[src/rtl/fetch_pkg.sv]
// fetch_pkg
// Shared definitions for the instruction-fetch slice: the fetch FSM state
// type, the halt opcode and the default address/instruction widths.
package fetch_pkg;

   // Default program-counter / memory-address width (64-word memory).
   localparam int FETCH_ADDR_W  = 6;
   // Default instruction width.
   localparam int FETCH_INSTR_W = 16;

   // Upper seven instruction bits that identify a halt word.
   localparam logic [6:0] HALT_OPCODE = 7'b1111000;

   typedef enum logic [1:0] {
      ST_IDLE   = 2'd0,
      ST_FETCH  = 2'd1,
      ST_DRAIN  = 2'd2,
      ST_HALTED = 2'd3
   } fetch_state_e;

endpackage : fetch_pkg

[src/rtl/fetch_halt_detect.sv]
// fetch_halt_detect
// Combinational halt-word recogniser. Compares the opcode field of the
// word currently read from instruction memory against HALT_OPCODE.
// Ports:
//   opcode  in  7  upper seven bits of the memory read data
//   is_halt out 1  high when opcode is the halt opcode
module fetch_halt_detect
   import fetch_pkg::*;
(
   input  logic [6:0] opcode,
   output logic       is_halt
);

   assign is_halt = (opcode == HALT_OPCODE);

endmodule : fetch_halt_detect

[src/rtl/fetch_sequencer.sv]
// fetch_sequencer
// Instruction-fetch controller. Owns the program counter, drives the
// combinational instruction-memory read address, captures each fetched word
// into a single-entry valid/ready slot for decode, applies branch redirects
// and, when FETCH_HALT_DETECT_EN is defined, stops fetching after a halt word.
// Without FETCH_HALT_DETECT_EN the halt word is an ordinary instruction,
// DRAIN/HALTED are never entered and halted stays 0.
// Ports:
//   clk, reset        clock, synchronous active-high reset
//   start             pulse: leave IDLE and fetch from address 0
//   imem_addr         memory read address (equals pc)
//   imem_data         memory read data, valid in the same cycle
//   instr_out/pc      registered word and the address it came from
//   instr_valid/ready slot handshake with decode
//   redirect/target   taken branch from execute, replaces pc
//   busy, halted      status: fetching/draining, stopped after halt
module fetch_sequencer
   import fetch_pkg::*;
#(
   parameter int ADDR_W  = FETCH_ADDR_W,
   parameter int INSTR_W = FETCH_INSTR_W
)(
   input  logic               clk,
   input  logic               reset,
   input  logic               start,
   output logic [ADDR_W-1:0]  imem_addr,
   input  logic [INSTR_W-1:0] imem_data,
   output logic [INSTR_W-1:0] instr_out,
   output logic [ADDR_W-1:0]  instr_pc,
   output logic               instr_valid,
   input  logic               instr_ready,
   input  logic               redirect,
   input  logic [ADDR_W-1:0]  redirect_target,
   output logic               busy,
   output logic               halted
);

   fetch_state_e       state_r,       state_nxt_s;
   logic [ADDR_W-1:0]  pc_r,          pc_nxt_s;
   logic [INSTR_W-1:0] instr_out_r,   instr_out_nxt_s;
   logic [ADDR_W-1:0]  instr_pc_r,    instr_pc_nxt_s;
   logic               instr_valid_r, instr_valid_nxt_s;
   logic               busy_r,        busy_nxt_s;
   logic               halted_r,      halted_nxt_s;
   logic               slot_free_s;
   logic               halt_s;

`ifdef FETCH_HALT_DETECT_EN
   fetch_halt_detect u_halt_detect (
      .opcode  (imem_data[INSTR_W-1 -: 7]),
      .is_halt (halt_s)
   );
`else
   assign halt_s = 1'b0;
`endif

   // The slot can take a new word when empty or when decode takes the current one.
   assign slot_free_s = ~instr_valid_r | instr_ready;

   // Next-state, pc and output-slot logic for the fetch FSM.
   always_comb begin
      state_nxt_s       = state_r;
      pc_nxt_s          = pc_r;
      instr_out_nxt_s   = instr_out_r;
      instr_pc_nxt_s    = instr_pc_r;
      instr_valid_nxt_s = instr_valid_r;
      case (state_r)
         ST_IDLE: begin
            if (start) begin
               state_nxt_s = ST_FETCH;
               pc_nxt_s    = {ADDR_W{1'b0}};
            end else begin
               state_nxt_s = ST_IDLE;
            end
         end
         ST_FETCH: begin
            // Redirect wins over capture: the presented word is younger than the branch.
            if (redirect) begin
               pc_nxt_s          = redirect_target;
               instr_valid_nxt_s = 1'b0;
               state_nxt_s       = ST_FETCH;
            end else if (slot_free_s) begin
               instr_out_nxt_s   = imem_data;
               instr_pc_nxt_s    = pc_r;
               instr_valid_nxt_s = 1'b1;
               // Wraps modulo 2^ADDR_W by width truncation.
               pc_nxt_s          = pc_r + {{(ADDR_W-1){1'b0}}, 1'b1};
               if (halt_s) begin
                  state_nxt_s = ST_DRAIN;
               end else begin
                  state_nxt_s = ST_FETCH;
               end
            end else begin
               state_nxt_s = ST_FETCH;
            end
         end
         ST_DRAIN: begin
            // Only the halt word is in flight; wait for decode to take it.
            if (redirect) begin
               pc_nxt_s          = redirect_target;
               instr_valid_nxt_s = 1'b0;
               state_nxt_s       = ST_FETCH;
            end else if (instr_valid_r && instr_ready) begin
               instr_valid_nxt_s = 1'b0;
               state_nxt_s       = ST_HALTED;
            end else begin
               state_nxt_s = ST_DRAIN;
            end
         end
         ST_HALTED: begin
            state_nxt_s = ST_HALTED;
         end
         default: begin
            state_nxt_s       = ST_IDLE;
            pc_nxt_s          = {ADDR_W{1'b0}};
            instr_valid_nxt_s = 1'b0;
         end
      endcase
   end

   // Status flags are derived from the next state so they are registered with it.
   always_comb begin
`ifdef FETCH_HALT_DETECT_EN
      busy_nxt_s   = (state_nxt_s == ST_FETCH) || (state_nxt_s == ST_DRAIN);
      halted_nxt_s = (state_nxt_s == ST_HALTED);
`else
      busy_nxt_s   = (state_nxt_s != ST_IDLE);
      halted_nxt_s = 1'b0;
`endif
   end

   // State, pc, output slot and status registers with synchronous reset.
   always_ff @(posedge clk) begin
      if (reset) begin
         state_r       <= ST_IDLE;
         pc_r          <= {ADDR_W{1'b0}};
         instr_out_r   <= {INSTR_W{1'b0}};
         instr_pc_r    <= {ADDR_W{1'b0}};
         instr_valid_r <= 1'b0;
         busy_r        <= 1'b0;
         halted_r      <= 1'b0;
      end else begin
         state_r       <= state_nxt_s;
         pc_r          <= pc_nxt_s;
         instr_out_r   <= instr_out_nxt_s;
         instr_pc_r    <= instr_pc_nxt_s;
         instr_valid_r <= instr_valid_nxt_s;
         busy_r        <= busy_nxt_s;
         halted_r      <= halted_nxt_s;
      end
   end

   assign imem_addr   = pc_r;
   assign instr_out   = instr_out_r;
   assign instr_pc    = instr_pc_r;
   assign instr_valid = instr_valid_r;
   assign busy        = busy_r;
   assign halted      = halted_r;

endmodule : fetch_sequencer
[config.mk]
export PLATFORM = sky130hd
export DESIGN_NAME = fetch_sequencer
export DESIGN_NICKNAME = d
export VERILOG_FILES = /design/src/rtl/fetch_pkg.sv /design/src/rtl/fetch_halt_detect.sv /design/src/rtl/fetch_sequencer.sv
export SDC_FILE = /design/constraint.sdc
export NUM_CORES = 1
export LEC_CHECK = 0
export ABC_AREA = 1
export CAP_MARGIN = 20
export CORE_MARGIN = 2
export CORE_UTILIZATION = 55
export CTS_CLUSTER_SIZE = 24
export DETAILED_ROUTE_END_ITERATION = 6
export DONT_BUFFER_PORTS = 1
export GPL_ROUTABILITY_DRIVEN = 0
export PLACE_DENSITY = 0.73
export SLEW_MARGIN = 20
export SYNTH_ARGS = -nofsm -noshare
export SYNTH_HDL_FRONTEND = slang
export SYNTH_SLANG_ARGS = --single-unit
[constraint.sdc]
create_clock -name clk -period 1.3 [get_ports clk]
set_input_delay 0.26 -clock clk [delete_from_list [all_inputs] [get_ports clk]]
set_output_delay 0.26 -clock clk [all_outputs]
set_load 0.02 [all_outputs]
## Word level (Yosys, flattened, before mapping)

Index checks and enable logic that the tools add are counted.

- Register bits after elaboration: 32
- Word-level logic and storage cells: 39
- Input bits: 27
- Bits in read-only memories: 0
- Memories kept: 0
- Output and inout bits: 31
- Memory bits (writable): 0
- Latch bits: 0

- Reduce and logical (&&, ||, !) cells: 8
- Multiply operators: 0
- Divide/modulo/power cells: 0
- Equal/unequal tests: 7
- Bitwise logic cells: 3
- Shifts and indexed selects: 0
- Add/subtract/negate cells: 1
- Mux-type cells: 14
- Magnitude comparators: 0

Operators by type and width:

| kind | count |
|---|---|
| $mux W6 | 4 |
| $pmux W6 S3 | 1 |
| $pmux W2 S4 | 1 |
| $add A6 B1 Y6 const B | 1 |
| $mux W1 | 6 |
| $ne A3 B3 Y1 const B | 2 |
| $reduce_and A3 Y1 | 2 |
| $eq A2 B2 Y1 const B | 2 |
| $ne A2 B2 Y1 const B | 2 |
| $reduce_and A4 Y1 | 1 |
| $reduce_bool A2 Y1 | 2 |
| $reduce_bool A3 Y1 | 1 |
| $eq A2 B1 Y1 const B | 1 |
| $logic_not A2 Y1 | 1 |
| $mux W2 | 1 |
| $not A1 Y1 | 2 |
| $pmux W1 S2 | 1 |
| $logic_and A1 B1 Y1 | 1 |
| $or A1 B1 Y1 | 1 |

## Depth between registers and ports, before layout

Gate-level depths: netlist (run 1).

- Word-level depth: 5
- Mapped depth: 9
- Depth with buffers taken out: 9

## Worst setup path before layout (run 1)

Ideal clock, no wire load.

- Path kind: register -> register
- Start point: register state_r[1]
- End point: register pc_r[5] (netlist: imem_addr[5])
- Cell stages (with the launch flop): 10
- Setup slack: -23 ps
- Data arrival time: 1252 ps
- Period minus slack after synthesis: 1323 ps
- Required time: 1230 ps
- Setup time: 70 ps
- Path buffers: 0
- Cell sequence: dfxtp_1 inv_1 ha_1 nand2_4 inv_2 nand3_2 nand3_4 nor2_4 nand2_1 a21oi_1

- Cells in the longest elaborated chain, start to end: 3
- Elaborated cells between the ends (all ways): 9
- Those cells by class: 5 x eq/ne; 1 x mux; 3 x reduce/logical

Ends and longest elaborated chain:

| item | RTL line | text |
|---|---|---|
| start, declared | fetch_sequencer.sv:38 | `fetch_state_e state_r, state_nxt_s;` |
| start signal, assigned | fetch_sequencer.sv:143 | `state_r <= state_nxt_s;` |
| $eq A2 B1 Y1, or another cell as far along | fetch_sequencer.sv:67 | `case (state_r)` |
| $ne A3 B3 Y1 (no source line), or another cell as far along | - |  |
| $reduce_and A4 Y1 (no source line) | - |  |
| end signal, assigned | fetch_sequencer.sv:136 | `pc_r <= {ADDR_W{1'b0}};` |
| end signal, assigned | fetch_sequencer.sv:144 | `pc_r <= pc_nxt_s;` |
| end, declared | fetch_sequencer.sv:39 | `logic [ADDR_W-1:0] pc_r, pc_nxt_s;` |

Several ways; a longest one is shown, not always the timed one.
A chain may end at the register's enable or synchronous reset.

## Worst setup path after layout (run 1)

- Start point: register state_r[1]
- End point: register instr_out_r[3] (netlist: instr_out[3])

- Cells in the longest elaborated chain, start to end: 2

Ends and longest elaborated chain:

| item | RTL line | text |
|---|---|---|
| $eq A2 B1 Y1 | fetch_sequencer.sv:67 |  |
| $reduce_and A3 Y1 (no source line) | - |  |
| end signal, assigned | fetch_sequencer.sv:137 | `instr_out_r <= {INSTR_W{1'b0}};` |
| end signal, assigned | fetch_sequencer.sv:145 | `instr_out_r <= instr_out_nxt_s;` |
| end, declared | fetch_sequencer.sv:40 | `logic [INSTR_W-1:0] instr_out_r, instr_out_nxt_s;` |

Every way passes these cells.

==> results.md, run 1 <==
* Via-per-instance ratio at approximately 5.7
* Worst setup margin at -0.162 ns
* Clock tree sinks at 32
* Starting density of the core at 0.583
* IO buf count at 0
* WHS Path Cells at 1
* Final hold slack at -0.0392 ns
* Detailed Route WL at 4340 um
* Hold Crit Start: reset
* Synth warn at 0
* I/O pins at 58
* Die height at 55.2 um
* Static Leak at around 0.00073 uW
* TritonCTS buffer count at 5
* Clk Latency, worst-skew pair at 0.34 ns
* Worst R2R Path Depth at 8
* Post-synthesis sequential area ratio at 0.444
* FF-to-FF setup slack at -0.16 ns
* Clk_skew at 0.0103 ns
* Failing checks: negative hold slack, negative setup slack
* Worst hold path class: input port to register
* Maximum vdd ir drop at 1170 uV
* Placed cell area at 0.00155 mm^2
* Number of global-route vias before repair at 1361
* Core area at 0.00248 mm^2
* Initial antenna violation count at 0
* H-tree levels at 2
* Post-route ant nets at 0
* # fillers at 180
* Root buffer cell: clkbuf_4
* Avg WL per Cell at about 18 um
* Post-DP HPWL at 2340 um
* Distinct cells, synth at 25
* Max Slew Vio Count at 0
* Syn_nets at roughly 230
* Layout cells sized above 1 at 0.403
* Final clock period utilization by the worst path at 1.12
* # Max-Cap Violations at 0
* CP startpoint kind: register
* RR Endpoint: instr_out[3]
* Largest net degree at the start of global routing at 33
* Multi-input gate area at 867 um^2
* Worst r2r src: state_r[1]
* Vias at between 1000 and 1500
* Sequential cell area at roughly 650 um^2
* Antenna Cells at 0
* Critical path type: register to register
* CTS tree: built
* Crit path capture type: register
* FP Rows at 18
* Initial drt markers at 61
* Cell area after synthesis at 0.00144 mm^2
* Post-Syn Instances at slightly below 200
* Setup_tns at -3.36 ns
* Critical Path AT at 1.71 ns
* Total GRT Usage at 0.261
* First-pass GRT wire length at 6220 um
* Syn Area/Cell at roughly 7.4 um^2
* Async SR Flop Fraction at 0
* Minimum clock period at approximately 1.5 ns
* RSZ-0062 raised after global routing: true
* Synth Flop Type: dfxtp_1
* Clock tree buffer depth at 2
* Area delta synth->final at 34.0%
* Final instance area at slightly below 0.002 mm^2
* Outcome: complete, but fails checks
* Finish-stage setup viols at 32
* Worst-path clk slew at 0.11 ns
* Peak Freq at 684 MHz
* Worst Hold Path EP: instr_out[4]
* Post-synth EDFFs at 0
* Grt ovf at 0
* Crit-path max FO at 5
* Die Footprint at 0.00305 mm^2
* Die X at between 50 and 60 um
* DRC violations left at 0
* Endpoints failing hold at 30
* Pwr dens at 1100 mW/mm^2
* 1st-pass router iterations at 4
* Final #Nets at ~250
* Req. time, crit path at 1.55 ns
* #FFs+latches synth at 32
[worst max path at each step]
stage | start | end | slack, ns | cells past startpoint
global route | state_r[1] | instr_out[7] | -0.19 | 8
finish | state_r[1] | instr_out[3] | -0.16 | 8
detailed placement | state_r[1] | instr_pc[1] | -0.22 | 7
CTS | state_r[1] | instr_out[8] | -0.06 | 8
floorplan | state_r[1] | imem_addr[5] | 0.01 | 9
global placement | state_r[1] | instr_out[0] | -0.1 | 7
[synth_stat cells, types with 2 or more instances]
master	count	area share
buf_2	2	0.0069
dfxtp_1	32	0.44
a21oi_1	28	0.097
nor2_1	6	0.016
inv_2	2	0.0052
buf_4	3	0.016
inv_1	11	0.029
ha_1	6	0.052
nand2_1	75	0.19
clkbuf_1	3	0.0078
nand3_1	6	0.021
a211oi_1	2	0.010
o21ai_0	6	0.021
[report_power, final]
group	internal, uW	switching [uW]
combinational	123	156
clock	403	361
sequential	1020	66.6
[critical path, cell delays in order (launching register included)]
cell and delay [ns]:
dfxtp_2 0.35, inv_4 0.07, ha_4 0.16, nand2_4 0.07
a21oi_4 0.18, buf_12 0.16, clkinvlp_4 0.18, nand2_2 0.13
a21oi_2 0.06
[registers in the layout, indices dropped and copies added (netlist names)]
name / count
instr_valid: 1
instr_out: 16
state_r: 2
instr_pc: 6
busy: 1
imem_addr: 6
[through the flow]
step                      hold slack, ns  setup slack (ns)  power (uW)  std cells  utilization
after CTS                        -0.0314           -0.0619        2060        244        0.716
after global routing             -0.0555            -0.193        2190        246        0.781
after detailed placement           0.335            -0.220        1270        229        0.626
after global placement             0.332           -0.0998        1260        229        0.626
after floorplan                    0.338           0.00985        1240        194            -
final                            -0.0392            -0.162        2130        246        0.781
[cell type report]
class / instances / share of cell area
clock buffer: 6 / 0.0213
clock inverter: 2 / 0.0181
inverter: 13 / 0.0285
multi-input combinational: 141 / 0.448
sequential: 32 / 0.334
tap: 30 / 0.0194
timing repair buffer: 19 / 0.119
timing repair inverter: 3 / 0.0116
[cell usage in the layout, fill, tap and decap left out, drive strengths merged]
master,count
nor2,7
clkinvlp,4
o211ai,1
o21ai,6
or2,1
buf,17
nand3,8
conb,1
a211oi,2
o21bai,2
clkbuf,8
dfxtp,32
a21oi,30
ha,6
bufinv,1
inv,12
clkinv,1
nor3,1
nand2,76
[cells by family after synthesis]
logic type                 count (synthesis)  share of synthesized area
DFF                                       32                      0.444
buffers and inverters                     21                     0.0641
AOI/OAI and AO/OA                         41                      0.164
other                                      1                    0.00260
and+or+nand+nor                           93                      0.274
adders and majority gates                  6                     0.0520
[layer usage]
metal | GRT usage | routed length [um]
met4 | 0.0941 | 128
met2 | 0.435 | 2150
met1 | 0.308 | 1760
met5 | 0 | 0
met3 | 0.0913 | 301
[what timing repair did]
item,CTS,global route
resized for setup,20,37
buffers inserted,3,0
cloned,4,2
setup endpoints to repair,29,34
pin swaps,7,17
hold endpoints to repair,30,31
No activity file was read; power rests on OpenSTA's default activity.
==> run 2, diff against run 1 <==
--- a/config.mk
+++ b/config.mk
@@ -6,7 +6,7 @@
 export NUM_CORES = 1
 export LEC_CHECK = 0
 export ABC_AREA = 1
-export CAP_MARGIN = 20
+export CAP_MARGIN = 0
 export CORE_MARGIN = 2
 export CORE_UTILIZATION = 55
 export CTS_CLUSTER_SIZE = 24
==> results of run 2 <==
The final DEF is identical to that of run 1; final timing and power are the same.
